--- src/rtl/reg_file_fwd_pkg.sv ---
// Shared constants and types for the ID-stage register file.
//   DATA_W / ADDR_W / NUM_REGS : GPR width, index width, GPR count
//   REG_ZERO / REG_RA          : well-known register indices (also used by the
//                                ID address generator and WB)
//   fwd_src_e                  : which source feeds a read port
package reg_file_fwd_pkg;

    localparam int unsigned DATA_W   = 32;
    localparam int unsigned ADDR_W   = 5;
    localparam int unsigned NUM_REGS = 32;

    localparam logic [ADDR_W-1:0] REG_ZERO = 5'd0;
    localparam logic [ADDR_W-1:0] REG_RA   = 5'd31;

    typedef enum logic [2:0] {
        SrcNone,  // port idle, in reset, or reading r0
        SrcEx,
        SrcMem,
        SrcWb,
        SrcReg
    } fwd_src_e;

endpackage

--- src/rtl/reg_file_fwd_fwd_mux.sv ---
// Per-read-port forwarding mux.
// Picks the youngest in-flight producer of the requested register
// (EX > MEM > WB write-through > stored value) and flags a load-use hit.
// Ports:
//   rst_n_i                      : reset (active-low), forces the port to zero
//   read_en_i / read_addr_i      : read request from ID
//   ex_* / mem_* / wb_*          : producer enables, destinations and data
//   ex_load_flag_i               : EX producer is a load (data not ready)
//   reg_data_i                   : GPR array contents at read_addr_i
//   read_data_o                  : forwarded operand
//   stall_hit_o                  : this port needs the EX load result
module reg_file_fwd_fwd_mux #(
    parameter int unsigned DATA_W = 32,
    parameter int unsigned ADDR_W = 5
) (
    input  logic              rst_n_i,
    input  logic              read_en_i,
    input  logic [ADDR_W-1:0] read_addr_i,
    input  logic              ex_write_en_i,
    input  logic [ADDR_W-1:0] ex_write_addr_i,
    input  logic [DATA_W-1:0] ex_write_data_i,
    input  logic              ex_load_flag_i,
    input  logic              mem_write_en_i,
    input  logic [ADDR_W-1:0] mem_write_addr_i,
    input  logic [DATA_W-1:0] mem_write_data_i,
    input  logic              wb_write_en_i,
    input  logic [ADDR_W-1:0] wb_write_addr_i,
    input  logic [DATA_W-1:0] wb_write_data_i,
    input  logic [DATA_W-1:0] reg_data_i,
    output logic [DATA_W-1:0] read_data_o,
    output logic              stall_hit_o
);

    import reg_file_fwd_pkg::*;

    fwd_src_e src_sel;
    logic     addr_zero;
    logic     ex_hit;
    logic     mem_hit;
    logic     wb_hit;

    assign addr_zero = (read_addr_i == ADDR_W'(REG_ZERO));
    assign ex_hit    = ex_write_en_i  && (ex_write_addr_i  == read_addr_i);
    assign mem_hit   = mem_write_en_i && (mem_write_addr_i == read_addr_i);
    assign wb_hit    = wb_write_en_i  && (wb_write_addr_i  == read_addr_i);

    // An EX load match still claims the port: its data is not ready, but an
    // older MEM/WB value would be stale, and the stall discards this cycle.
    always_comb begin
        src_sel = SrcNone;
        if (!rst_n_i || !read_en_i || addr_zero) begin
            src_sel = SrcNone;
        end else if (ex_hit) begin
            src_sel = SrcEx;
        end else if (mem_hit) begin
            src_sel = SrcMem;
        end else if (wb_hit) begin
            src_sel = SrcWb;
        end else begin
            src_sel = SrcReg;
        end
    end

    always_comb begin
        read_data_o = '0;
        unique case (src_sel)
            SrcNone: read_data_o = '0;
            SrcEx:   read_data_o = ex_write_data_i;
            SrcMem:  read_data_o = mem_write_data_i;
            SrcWb:   read_data_o = wb_write_data_i;
            SrcReg:  read_data_o = reg_data_i;
            default: read_data_o = '0;
        endcase
    end

    // Reading r0 never stalls; ex_write_addr == read_addr makes this the same
    // as requiring a non-zero load destination.
    assign stall_hit_o = rst_n_i && read_en_i && !addr_zero && ex_hit && ex_load_flag_i;

endmodule

--- src/rtl/reg_file_fwd.sv ---
// ID-stage register file: 32 x 32-bit GPRs, two forwarded read ports, one
// WB write port, and a load-use stall request.
// Ports:
//   clk, rst_n                     : clock, async active-low reset
//   read_en_p / read_addr_p        : ID read requests (p = 1, 2)
//   read_data_p                    : forwarded operands (combinational)
//   ex_write_* / ex_load_flag      : producer in EX
//   mem_write_*                    : producer in MEM (load data included)
//   wb_write_*                     : WB commit port
//   load_stall_req                 : stall PC/IF/ID and bubble EX
module reg_file_fwd #(
    parameter int unsigned DATA_W   = 32,
    parameter int unsigned ADDR_W   = 5,
    parameter int unsigned NUM_REGS = 32
) (
    input  logic              clk,
    input  logic              rst_n,
    input  logic              read_en_1,
    input  logic [ADDR_W-1:0] read_addr_1,
    input  logic              read_en_2,
    input  logic [ADDR_W-1:0] read_addr_2,
    output logic [DATA_W-1:0] read_data_1,
    output logic [DATA_W-1:0] read_data_2,
    input  logic              ex_write_en,
    input  logic [ADDR_W-1:0] ex_write_addr,
    input  logic [DATA_W-1:0] ex_write_data,
    input  logic              ex_load_flag,
    input  logic              mem_write_en,
    input  logic [ADDR_W-1:0] mem_write_addr,
    input  logic [DATA_W-1:0] mem_write_data,
    input  logic              wb_write_en,
    input  logic [ADDR_W-1:0] wb_write_addr,
    input  logic [DATA_W-1:0] wb_write_data,
    output logic              load_stall_req
);

    import reg_file_fwd_pkg::*;

    logic [DATA_W-1:0] regs_q [NUM_REGS];
    logic              wr_en;
    logic              stall_hit_1;
    logic              stall_hit_2;

    // r0 is never written, so it keeps its reset value of zero.
    assign wr_en = wb_write_en && (wb_write_addr != ADDR_W'(REG_ZERO));

    always_ff @(posedge clk or negedge rst_n) begin
        if (!rst_n) begin
            for (int i = 0; i < int'(NUM_REGS); i++) begin
                regs_q[i] <= '0;
            end
        end else if (wr_en) begin
            regs_q[wb_write_addr] <= wb_write_data;
        end
    end

    reg_file_fwd_fwd_mux #(
        .DATA_W (DATA_W),
        .ADDR_W (ADDR_W)
    ) u_fwd_mux_1 (
        .rst_n_i          (rst_n),
        .read_en_i        (read_en_1),
        .read_addr_i      (read_addr_1),
        .ex_write_en_i    (ex_write_en),
        .ex_write_addr_i  (ex_write_addr),
        .ex_write_data_i  (ex_write_data),
        .ex_load_flag_i   (ex_load_flag),
        .mem_write_en_i   (mem_write_en),
        .mem_write_addr_i (mem_write_addr),
        .mem_write_data_i (mem_write_data),
        .wb_write_en_i    (wb_write_en),
        .wb_write_addr_i  (wb_write_addr),
        .wb_write_data_i  (wb_write_data),
        .reg_data_i       (regs_q[read_addr_1]),
        .read_data_o      (read_data_1),
        .stall_hit_o      (stall_hit_1)
    );

    reg_file_fwd_fwd_mux #(
        .DATA_W (DATA_W),
        .ADDR_W (ADDR_W)
    ) u_fwd_mux_2 (
        .rst_n_i          (rst_n),
        .read_en_i        (read_en_2),
        .read_addr_i      (read_addr_2),
        .ex_write_en_i    (ex_write_en),
        .ex_write_addr_i  (ex_write_addr),
        .ex_write_data_i  (ex_write_data),
        .ex_load_flag_i   (ex_load_flag),
        .mem_write_en_i   (mem_write_en),
        .mem_write_addr_i (mem_write_addr),
        .mem_write_data_i (mem_write_data),
        .wb_write_en_i    (wb_write_en),
        .wb_write_addr_i  (wb_write_addr),
        .wb_write_data_i  (wb_write_data),
        .reg_data_i       (regs_q[read_addr_2]),
        .read_data_o      (read_data_2),
        .stall_hit_o      (stall_hit_2)
    );

    assign load_stall_req = stall_hit_1 | stall_hit_2;

endmodule

--- config.mk ---
export PLATFORM = sky130hd
export DESIGN_NAME = reg_file_fwd
export DESIGN_NICKNAME = d
export VERILOG_FILES = /design/src/rtl/reg_file_fwd_pkg.sv /design/src/rtl/reg_file_fwd_fwd_mux.sv /design/src/rtl/reg_file_fwd.sv
export SDC_FILE = /design/constraint.sdc
export NUM_CORES = 2
export LEC_CHECK = 0
export ABC_CLOCK_PERIOD_IN_PS = 1600
export BUFFER_PORTS_ARGS = -buffer_cell sky130_fd_sc_hd__buf_2
export CORE_UTILIZATION = 54
export CTS_CLUSTER_DIAMETER = 50
export DETAILED_ROUTE_END_ITERATION = 16
export PLACE_DENSITY = 0.79
export SYNTH_ARGS = -nofsm -noshare
export SYNTH_HDL_FRONTEND = slang
export SYNTH_SLANG_ARGS = --single-unit
--- constraint.sdc ---
create_clock -name clk -period 1.6 [get_ports clk]
set_input_delay 0.08 -clock clk [delete_from_list [all_inputs] [get_ports clk]]
set_output_delay 0.08 -clock clk [all_outputs]
set_load 0.01 [all_outputs]
* After elaboration in Yosys (flattened, before gate mapping)
Index checks and enable logic that the tools add are counted.
Word-level totals: bits in registers 1024, bits of input ports 129, output and inout port bits 65, word-level logic and storage cells 101
Cells by class: $lt $le $gt $ge 4, equal/unequal tests 14, multiplexer cells 19, bitwise operators 4, reductions and logical operators 28
Operators with widths (count):
- 1024-bit bitwise mux | 1
- 32-bit binary-select mux with 5-bit select | 2
- 32-bit one-hot mux with 4 select lines | 2
- 32-bit demux with 5-bit select | 1
- 32-bit 2-to-1 mux | 5
- 5-bit == test | 6
- 3-bit 2-to-1 mux | 8
- 6-bit >= comparator (second input constant) | 3
- 5-bit NOT with 6-bit output | 3
- 1-bit logical AND | 16
- 3-bit by 2-bit == test with 1-bit output (second input constant) | 4
- 5-bit zero test | 2
- 3-bit by 1-bit == test with 1-bit output (second input constant) | 2
- 3-bit == test (second input constant) | 2
- 6-bit by 1-bit less-than comparator with 1-bit output (second input constant) | 1
- 1-bit zero test | 5
- 5-bit nonzero test | 1
- 1-bit logical OR | 4
- 1-bit OR | 1

* Depth between registers and ports, before layout
word-level depth 8, depth in mapped cells 10, depth with buffers taken out 5

* By module
From an unflattened synthesis, not the netlist that was laid out.
Second synthesis, totals: cells, all modules 4967, area total of the unflattened synthesis 58680.0 um^2
Modules (own cells, without submodules):
- reg_file_fwd | instances 1, cells each 4611, area each 55547.0 um^2, sequential area each 25624.6 um^2
- reg_file_fwd_fwd_mux | instances 2, cells each 178, area each 1566.5 um^2, sequential area each 0.0 um^2

* Least setup slack after synthesis
OpenSTA, ideal clock, no wires.
path type input to output, from in read_addr_2[2], to out read_data_2[10], arrival 1.791 ns, data required time 1.520 ns, slack -0.271 ns, stages 8, path buffers 4, cell sequence buf_4 buf_4 buf_2 buf_2 mux4_2 o22ai_1 nor2_1 a221o_1
Between the ends: word-level cells in the longest chain between the ends 8
Ends and longest elaborated chain:
- start, declared | line reg_file_fwd.sv:21 | input logic [ADDR_W-1:0] read_addr_2,
- 5-bit == test | line reg_file_fwd_fwd_mux.sv:45 | assign wb_hit = wb_write_en_i && (wb_write_addr_i == read_addr_i);
- 1-bit logical AND | line reg_file_fwd_fwd_mux.sv:45
- 3-bit 2-to-1 mux | line reg_file_fwd_fwd_mux.sv:57 | end else if (wb_hit) begin
- 3-bit 2-to-1 mux | line reg_file_fwd_fwd_mux.sv:55 | end else if (mem_hit) begin
- 3-bit 2-to-1 mux | line reg_file_fwd_fwd_mux.sv:53 | end else if (ex_hit) begin
- 3-bit 2-to-1 mux | line reg_file_fwd_fwd_mux.sv:51 | if (!rst_n_i || !read_en_i || addr_zero) begin
- 3-bit == test, or another cell as far along | line reg_file_fwd_fwd_mux.sv:66 | unique case (src_sel)
- 32-bit one-hot mux with 4 select lines (*) | line reg_file_fwd_fwd_mux.sv:66
- end, declared | line reg_file_fwd.sv:23 | output logic [DATA_W-1:0] read_data_2,
Every way passes the cells marked *; elsewhere a longest branch is shown, timed or not. The select of a mux whose other input is x is not followed.

* Worst setup path in the final report
from reg regs_q[26] (netlist bit), to out read_data_2[26]
Between the ends: word-level cells in the longest chain between the ends 4
Ends and longest elaborated chain:
- start, declared | line reg_file_fwd.sv:39 | logic [DATA_W-1:0] regs_q [NUM_REGS];
- start signal, assigned by index | line reg_file_fwd.sv:53 | regs_q[wb_write_addr] <= wb_write_data;
- 32-bit binary-select mux with 5-bit select | line reg_file_fwd.sv:96 | .reg_data_i (regs_q[read_addr_2]),
- 32-bit 2-to-1 mux (not written as such) (2 in series) | line reg_file_fwd.sv:96
- 32-bit one-hot mux with 4 select lines | line reg_file_fwd_fwd_mux.sv:66
No other way between the ends. The select of a mux whose other input is x is not followed.

==> metrics.cfg <==
[timing]
fin_crit_sh_pct=186
setup_viol=65
hold_viol=30
holdWs_ns=-0.0278
slew_headroom_pct=39.4
rsz0062_at_grt=true
setup_slack_ns=-1.38
drv_slew=0
fin_skew_ns=0
worst_pin_slew_ns=0.909
finalCriticalPeriod_ns=2.98
fmax_ghz=0.336
setup_tns_ns=-64.16

[global_route]
use_met2_pct=57.2
busiest_layer=met2
grt_util_met1_pct=52.0
grt_use_met3_pct=18.0
grt_max_degree=161
antenna_found_initial=12
gr-usage-all-layers_pct=41.4
grt_pass1_wl_um=319000
grt_pass1_vias=46110
gr-total-overflow=0

[yosys]
syn_inst=3905
synth_ff_type=dfrtp_1
syn_area_mm2=0.0568
syn-num-nets=4034
ys_async_sr_fraction_pct=100
yosys.area.top_type=dfrtp_1
syn_area_per_cell_um2=14.5
synth_commonest_cells=dfrtp_1, mux2_2, mux4_2
synth_seq_area_share_pct=45.2
yosysMostFrequentCell=dfrtp_1
yosysTopAreaCellShare_pct=45.2
synthTopCellsByArea=dfrtp_1, mux4_2, mux2_2
ys_types=64
synth_edf_count=0
ys_warn_count=0
synth_seq_cells=1024

[place]
gp_congestion=0.992
postPlaceCellArea_mm2=0.0661
port_buffers=193
hpwl_um=147000

[floorplanning]
dieArea_mm2=0.106
die_x_um=326
ios=194
die_y_um=326
start_util_pct=54.7
num_rows=118
coreArea_mm2=0.104

[detailed_routing]
first_iter_violations=6538
via_per_inst=7.30
wl_per_cell_um=35.8
vias=45153
finalWirelength_um=221000
firstDrtPassIters=9
ant_nets=0
drc=0

[power_and_ir_drop]
power_density_mw_per_mm2=1180
leakagePower_nw=31.8
vdd_drop_max_mv=1.11
p_total_mw=85.2

[cells_and_area]
nets=4829
syn_to_final_growth_pct=27.6
reg.largest.list=regs_q (1024)
layout-drive-gt1-share_pct=64.0
largest_register_ffs=1024
fin_area_mm2=0.0724
largest-register=regs_q

[critical_path]
crit_fanout=2
end_kind=output pin
required_ns=1.52
critPathLaunchType=flip-flop
setup.worst_path.class=flip-flop to output pin
critPathArrivalTime_ns=2.90
reg2reg_slack_ns=0.52

[outcome]
status=finished, violations left
failed_checks=negative hold slack, negative setup slack

[min_path]
min_path_type=input port to asynchronous set/reset pin

[clock_tree]
clk_pin_slew_ns=0.06
numCtsBuffers=116
cts_tree=yes
cts.sinks=1024
clock_path_buffers=3
clock_latency_ns=0.71
clock-root-buffer=clkbuf_16
htreeDepth=3

[flow_run]
maxCapViolCount=0

critical path, stage by stage (launching register included):
cell,delay [ns]
dfrtp_1,0.40
mux4_2,0.50
mux4_2,0.55
o22ai_4,0.19
nor4b_4,0.11
a221o_1,0.30
buf_2,0.15
final cells by class:
| type | instances | area, um^2 |
|---|---|---|
| fill | 6347 | 31400 |
| clock buffer | 154 | 3320 |
| antenna | 7 | 17.5 |
| inverter | 2 | 7.51 |
| tap | 1380 | 1730 |
| clock inverter | 64 | 853 |
| multi-input combinational | 2424 | 30500 |
| timing repair buffer | 1132 | 10400 |
| sequential | 1024 | 25600 |
cell usage in the layout, fill, tap and decap left out, types with 34 or more instances in the layout:
master	Yosys	final
dfrtp_1	1024	1024
mux2_2	989	989
buf_4	39	707
mux4_2	511	511
buf_2	136	180
buf_12	0	153
clkbuf_16	0	119
nand2_1	121	105
mux2i_1	136	88
a22oi_2	1	64
buf_6	9	59
nand4_1	55	55
o211ai_1	48	48
nand3_1	49	39
mux2i_2	0	34
report_power, final:
part           switching, mW  internal [mW]
clock                   11.8           17.3
combinational           8.88           12.5
sequential              3.93           30.8
total                   24.6           60.6
cell families after synthesis:
family | after synthesis | synth area share (%)
mux | 1636 | 42.3
flops | 1024 | 45.2
buf+inv | 457 | 3.71
simple gates | 399 | 3.68
compound gates | 359 | 4.70
xor+xnor | 30 | 0.463
stage by stage:
stage	setup slack [ns]	instances	utilization, %
3_3_place_gp	-1.24	5872	63.7
3_5_place_dp	-1.21	5872	63.7
2_1_floorplan	-0.263	3905	-
6_report	-1.38	6187	69.8
4_1_cts	-1.33	6136	69.0
5_1_grt	-1.41	6183	69.8
what timing repair did:
action | CTS | global route
buffers inserted | 34 | 45
setup endpoints to repair | 65 | 519
hold buffers | 14 | 6
gates resized for setup | 184 | 87
pin swaps | 157 | 100
gates cloned | 3 | 1
endpoints found under the hold margin | 202 | 1
layer usage:
layer  vias up  wire length [um]
met5         -               591
met2      4046             92600
met1     23083             75000
li1      16846                 -
met4        18             18700
met3      1160             34400
final timing paths:
kind / start / end / cells after the start
max in group asynchronous: rst_n / regs_q[12]$_DFFE_PN0P_ / 4
hold / removal: rst_n / regs_q[76]$_DFFE_PN0P_ / 3
min in group clk: wb_write_data[13] / regs_q[973]$_DFFE_PN0P_ / 3
hold reg to reg: regs_q[1022]$_DFFE_PN0P_ / regs_q[1022]$_DFFE_PN0P_ / 0
setup / recovery: regs_q[26]$_DFFE_PN0P_ / read_data_2[26] / 6
setup reg to reg: regs_q[207]$_DFFE_PN0P_ / regs_q[207]$_DFFE_PN0P_ / 3
No activity file was read; power rests on OpenSTA's default activity.
